===== config.mk =====
export PLATFORM = sky130hd
export DESIGN_NAME = rvx_dma_copy
export DESIGN_NICKNAME = d
export VERILOG_FILES = /design/src/rtl/rvx_dma_copy.sv
export SDC_FILE = /design/constraint.sdc
export NUM_CORES = 1
export LEC_CHECK = 0
export ABC_AREA = 1
export CORE_ASPECT_RATIO = 1.25
export CORE_UTILIZATION = 54
export DETAILED_ROUTE_END_ITERATION = 10
export GPL_TIMING_DRIVEN = 0
export PLACE_DENSITY = 0.88
export SYNTH_ARGS = -nofsm -noshare
export SYNTH_HDL_FRONTEND = slang
export SYNTH_SLANG_ARGS = --single-unit

===== constraint.sdc =====
create_clock -name clock -period 5 [get_ports clock]
set_input_delay 0.5 -clock clock [delete_from_list [all_inputs] [get_ports clock]]
set_output_delay 0.5 -clock clock [all_outputs]
set_load 0.1 [all_outputs]

===== src/rtl/rvx_dma_copy.sv =====
// rtl/rvx_dma_copy.sv - word-by-word DMA copy initiator on the RVX memory interface
module rvx_dma_copy #(
  parameter int unsigned TIMEOUT_CYCLES = 1024,
  parameter int unsigned COUNT_WIDTH    = 16
) (
  input  logic                   clock,
  input  logic                   reset,
  input  logic                   start,
  input  logic [31:0]            src_address,
  input  logic [31:0]            dst_address,
  input  logic [COUNT_WIDTH-1:0] word_count,
  output logic                   busy,
  output logic                   done,
  output logic                   error,
  output logic [COUNT_WIDTH-1:0] words_done,
  output logic [31:0]            rw_address,
  input  logic [31:0]            read_data,
  output logic                   read_request,
  input  logic                   read_response,
  output logic [31:0]            write_data,
  output logic [3:0]             write_strobe,
  output logic                   write_request,
  input  logic                   write_response
);

  localparam int TW = $clog2(TIMEOUT_CYCLES + 1);

  typedef enum logic [2:0] {S_IDLE, S_READ, S_WRITE, S_DONE, S_ERROR} state_t;

  state_t                 state_q, state_d;
  logic [31:0]            src_q, src_d, dst_q, dst_d, data_q, data_d;
  logic [COUNT_WIDTH-1:0] count_q, count_d, words_q, words_d;
  logic [TW-1:0]          tmo_q, tmo_d;
  logic                   error_q, error_d;
  logic                   tmo_hit;

  assign tmo_hit    = (tmo_q == TW'(TIMEOUT_CYCLES - 1));
  assign error      = error_q;
  assign words_done = words_q;

  always_comb begin
    state_d       = state_q;
    src_d         = src_q;
    dst_d         = dst_q;
    data_d        = data_q;
    count_d       = count_q;
    words_d       = words_q;
    tmo_d         = tmo_q;
    error_d       = error_q;
    busy          = 1'b0;
    done          = 1'b0;
    rw_address    = 32'h0;
    read_request  = 1'b0;
    write_request = 1'b0;
    write_data    = 32'h0;
    write_strobe  = 4'h0;
    case (state_q)
      S_IDLE: begin
        if (start) begin
          error_d = 1'b0;
          if (word_count == '0) begin
            state_d = S_DONE;
          end else if ((src_address[1:0] | dst_address[1:0]) != 2'b00) begin
            error_d = 1'b1;
            state_d = S_ERROR;
          end else begin
            src_d   = src_address;
            dst_d   = dst_address;
            count_d = word_count;
            words_d = '0;
            tmo_d   = '0;
            state_d = S_READ;
          end
        end
      end
      S_READ: begin
        busy         = 1'b1;
        read_request = 1'b1;
        rw_address   = src_q;
        if (read_response) begin
          data_d  = read_data;
          src_d   = src_q + 32'd4;
          tmo_d   = '0;
          state_d = S_WRITE;
        end else if (tmo_hit) begin
          error_d = 1'b1;
          state_d = S_ERROR;
        end else begin
          tmo_d = tmo_q + TW'(1);
        end
      end
      S_WRITE: begin
        busy          = 1'b1;
        write_request = 1'b1;
        rw_address    = dst_q;
        write_data    = data_q;
        write_strobe  = 4'hF;
        if (write_response) begin
          dst_d   = dst_q + 32'd4;
          words_d = words_q + COUNT_WIDTH'(1);
          tmo_d   = '0;
          state_d = ((words_q + COUNT_WIDTH'(1)) == count_q) ? S_DONE : S_READ;
        end else if (tmo_hit) begin
          error_d = 1'b1;
          state_d = S_ERROR;
        end else begin
          tmo_d = tmo_q + TW'(1);
        end
      end
      S_DONE: begin
        done    = 1'b1;
        state_d = S_IDLE;
      end
      S_ERROR: begin
        done    = 1'b1;
        state_d = S_IDLE;
      end
      default: state_d = S_IDLE;
    endcase
  end

  always_ff @(posedge clock) begin
    if (reset) begin
      state_q <= S_IDLE;
      src_q   <= '0;
      dst_q   <= '0;
      data_q  <= '0;
      count_q <= '0;
      words_q <= '0;
      tmo_q   <= '0;
      error_q <= 1'b0;
    end else begin
      state_q <= state_d;
      src_q   <= src_d;
      dst_q   <= dst_d;
      data_q  <= data_d;
      count_q <= count_d;
      words_q <= words_d;
      tmo_q   <= tmo_d;
      error_q <= error_d;
    end
  end

endmodule


==> summary.txt <==
Clocking
  • CTS hold repair buffers: 0
  • CTS root buf: clkbuf_16
  • Clk pin slew, worst setup/hold paths: 0.06 ns
  • Number of buffers added for setup after CTS: 0
  • Clock latency reported for the late side of the worst-skew pair: 0.43 ns
  • TritonCTS clock tree: done
  • Max Root-Sink Buffers: 2
  • Clock sinks: 143
  • H-Tree Depth: 4
  • Number of buffers inserted during clock tree synthesis: 17
  • Number of resized instances in the post-cts repair step: 0

Placement
  • # port buffers: 204
  • Detail Placement HPWL: 21300 um
  • Weighted congestion reported at the end of routability-driven placement: 0.968

STA
  • RSZ-0062 raised after global routing: false
  • TNS Setup: 0 ns
  • Worst-Margin Slew: 1.03 ns
  • Total of endpoints with negative setup slack in the final report: 0
  • Hold Fails Final Rpt: 0
  • Setup Skew: 0.00539 ns
  • Part of the cycle the worst path needs: 78.0%
  • Slew Limit Headroom: 30.9%
  • Max Freq: 256 MHz
  • Shortest clock period the worst path allows after layout: 3.90 ns
  • Final slew viol count: 0

Flow run
  • Maxcap violations: 0

Worst hold path
  • Path class of the lowest-slack min-delay path: flop to flop

GRT
  • Number of global-route vias before repair: 9242
  • Number of antenna violations at the first check in global routing: 0
  • Total congestion overflow after global routing: 0
  • Pin count of the biggest net entering global routing: 17
  • Wire length of the first global-routing pass: 45700 um
  • Global-route usage over all layers: 36.0%

Worst setup path
  • R2r setup slk: 2.85 ns
  • Cell count along the critical path: 11
  • Critical R2R Launch: words_done[0]
  • Slowest CP cell: clkdlybuf4s50_1
  • WS Path Type: flop to output port
  • Crit-path most repeated cell: inv_2
  • Arr. time, crit path: 3.40 ns
  • Number of buffer and inverter instances along the worst setup path: 8
  • Critical-path maximum fanout: 10
  • CP required: 4.50 ns
  • Startpoint class of the critical path: flop
  • Logic depth of the worst register-to-register path: 11
  • Nature of the critical path endpoint: output port
  • End of the worst register-to-register path: state_q[1]
  • Worst setup path start: state_q[0]
  • Largest delay share family, worst path: buffers and inverters
  • Cell breakdown of the critical path: inv_2 > nor2_2 > inv_2 > nor2_4 > buf_4 > inv_2 > buf_6 > buf_6 > buf_2 > o22ai_1 > clkdlybuf4s50_1
  • CP endpoint: rw_address[11]
  • Crit path largest cell delay: 1.17 ns

Finish
  • Total area of sequential cells: 2860 um2
  • Final Net Count: 1666
  • Layout overhead on the synthesized area: 34.3%
  • Multi-input gate area: 4650 um2
  • Share of post-route cells with drive strength above 1: 7.96%
  • FILL cells: 1250

Route
  • Initial DRC count: 1028
  • Detailed-routing iteration count for the pre-antenna-repair pass: 6
  • Detailed-route vias per instance: 5.59
  • Post-route antenna net violation count: 0
  • Final wirelength: 28900 um
  • Average detailed-routed wire length per instance: 16.3 um
  • Post-route DRC violation count: 0
  • Vias after detailed routing: 9886

Synth
  • Mean instance size in the synthesized netlist: 6.40 um2
  • Synthesized netlist cell count: 1322
  • Post-Synthesis Cell Area: 8470 um2
  • Yosys reg bits: 143
  • Post-Syn Nets: 1443
  • Synth cell types: 43
  • Portion of the post-synthesis area used by sequential elements: 33.8%
  • Number of warnings printed during yosys synthesis: 0

Power and ir drop
  • Total power consumption of the routed design: 0.00299 W
  • Cell Pwr Density: 263 nW/um2
  • Leakage Power: 4.21 nW
  • Peak ir drop on the vdd network: 0.226 mV

Die
  • Count of boundary I/O pins: 206
  • Core Region: 15100 um2
  • Die Ht: 142 um
  • Initial core utilization: 55.9%
  • Die extent in x: 114 um
  • Rows: 50
  • Die Footprint: 16200 um2

Outcome
  • Result of the run: complete, no violations
registers in the layout (all words and copies together) (netlist names):
signal and cells:
data_q 32, dst_q 32, src_q 32, count_q 16
words_done 16, tmo_q 11, state_q 3, error 1
kinds of logic (layout without fill, tap and decap cells):
| family | count (synthesis) | in the layout | synth area share [%] |
|---|---|---|---|
| other cells | 0 | 1 | 0 |
| flops | 143 | 143 | 33.8 |
| xor+xnor | 20 | 20 | 2.07 |
| simple gates | 624 | 624 | 32.7 |
| buf+inv | 223 | 459 | 11.3 |
| fa+ha+maj | 4 | 4 | 0.591 |
| compound gates | 308 | 308 | 19.5 |
how the worst min path moves through the flow:
stage | from | endpoint | slack, ns | depth (start not counted)
3_3_place_gp | dst_q[1] | dst_q[1] | 0.43 | 2
4_1_cts | src_q[1] | src_q[1] | 0.45 | 2
6_report | src_q[1] | src_q[1] | 0.45 | 2
2_1_floorplan | dst_q[0] | dst_q[0] | 0.42 | 2
5_1_grt | data_q[8] | data_q[8] | 0.46 | 2
3_5_place_dp | src_q[1] | src_q[1] | 0.44 | 2
through the flow:
step	instances	area, um2	worst slack (ns)	utilization (%)	hold slack [ns]
after floorplan	1322	8470	1.15	-	0.424
after global placement	1734	10800	1.58	71.1	0.431
after detailed placement	1734	10800	1.58	71.1	0.440
after CTS	1766	11400	1.12	75.1	0.451
after global routing	1766	11400	0.962	75.1	0.462
final	1767	11400	1.10	75.1	0.446
layer usage:
layer	track usage, %	vias to the layer above	share of wire (%)
li1	-	4810	-
met5	0	-	0
met2	61.6	520	48
met1	42.3	4453	39
met4	18.8	0	4.7
met3	7.37	103	8.6
cell type report:
type / instances / area share (%)
well taps: 208 / 2.29
clock buffers: 19 / 3.81
diodes: 1 / 0.0220
repair buffers: 204 / 18.0
multi-input cells: 956 / 40.9
flip-flops and latches: 143 / 25.2
clock inverters: 13 / 1.44
inverters: 152 / 5.02
plain buffers: 71 / 3.37
cell usage after synthesis:
| library cell | n | area (um2) |
|---|---|---|
| clkbuf_2 | 1 | 5.00 |
| nor2_1 | 146 | 548 |
| o21ai_2 | 2 | 17.5 |
| o21bai_1 | 2 | 15.0 |
| nand2_2 | 5 | 31.3 |
| a211oi_1 | 4 | 30.0 |
| and3_1 | 1 | 6.26 |
| or2_2 | 5 | 31.3 |
| buf_4 | 11 | 82.6 |
| buf_1 | 3 | 11.3 |
| nand4_1 | 12 | 75.1 |
| inv_2 | 9 | 33.8 |
| inv_1 | 143 | 537 |
| o21ai_0 | 115 | 576 |
| or2_1 | 1 | 6.26 |
| nand2_1 | 281 | 1050 |
| a31oi_1 | 25 | 156 |
| o32ai_1 | 1 | 8.76 |
| buf_6 | 5 | 56.3 |
| ha_1 | 4 | 50.1 |
| a2bb2oi_1 | 2 | 17.5 |
| clkbuf_1 | 22 | 82.6 |
| nor3_4 | 2 | 32.5 |
| nor3_1 | 29 | 145 |
| a22o_1 | 1 | 8.76 |
| dfxtp_1 | 143 | 2860 |
| o21ai_1 | 27 | 135 |
| nand3b_1 | 3 | 22.5 |
| nand3_1 | 109 | 546 |
| xnor2_1 | 3 | 26.3 |
| and2_1 | 2 | 12.5 |
| buf_2 | 29 | 145 |
| o21a_1 | 3 | 22.5 |
| nor3b_1 | 2 | 15.0 |
| xor2_1 | 17 | 149 |
| a21o_1 | 1 | 7.51 |
| nand3_2 | 7 | 70.1 |
| nor2_2 | 7 | 43.8 |
| o211ai_1 | 4 | 30.0 |
| nor4_1 | 1 | 6.26 |
| nor2_4 | 11 | 124 |
| o22ai_1 | 19 | 119 |
| a21oi_1 | 102 | 510 |
tightest hold or removal path, delay by kind of cell, from the launching register on:
kind,cells,cell delay (ns)
flip-flops,1,0.30
AND/OR/NAND/NOR,1,0.05
buffers and inverters,1,0.06
placed cells by master, fill, tap and decap left out, types with 3 or more instances in the layout:
cell type        synthesis  final
clkbuf_16                0     17
nor2_2                   7      7
o22ai_1                 19     19
nand2_2                  5      5
xnor2_1                  3      3
clkinv_4                 0      3
o21ai_0                115    115
ha_1                     4      4
nand3_2                  7      7
nor2_1                 146    146
xor2_1                  17     17
or2_2                    5      5
clkinv_2                 0      3
buf_4                   11     11
nand3b_1                 3      3
a211oi_1                 4      4
inv_2                    9      9
clkdlybuf4s50_1          0    204
buf_2                   29     29
nand3_1                109    109
nor3_1                  29     29
a31oi_1                 25     25
bufinv_16                0      3
o211ai_1                 4      4
a21oi_1                102    102
nand4_1                 12     12
buf_1                    3      3
buf_6                    5      5
clkbuf_1                22     24
dfxtp_1                143    143
o21ai_1                 27     27
o21a_1                   3      3
nor2_4                  11     11
nand2_1                281    281
inv_1                  143    143
report_power, final:
| group | internal (W) | switching [W] | leakage (nW) |
|---|---|---|---|
| Clock | 0.000787 | 0.000524 | 0.288 |
| Combinational | 0.000179 | 0.000242 | 2.76 |
| Sequential | 0.00120 | 0.0000603 | 1.16 |
Note: power is estimated with default switching activity, not from simulation.
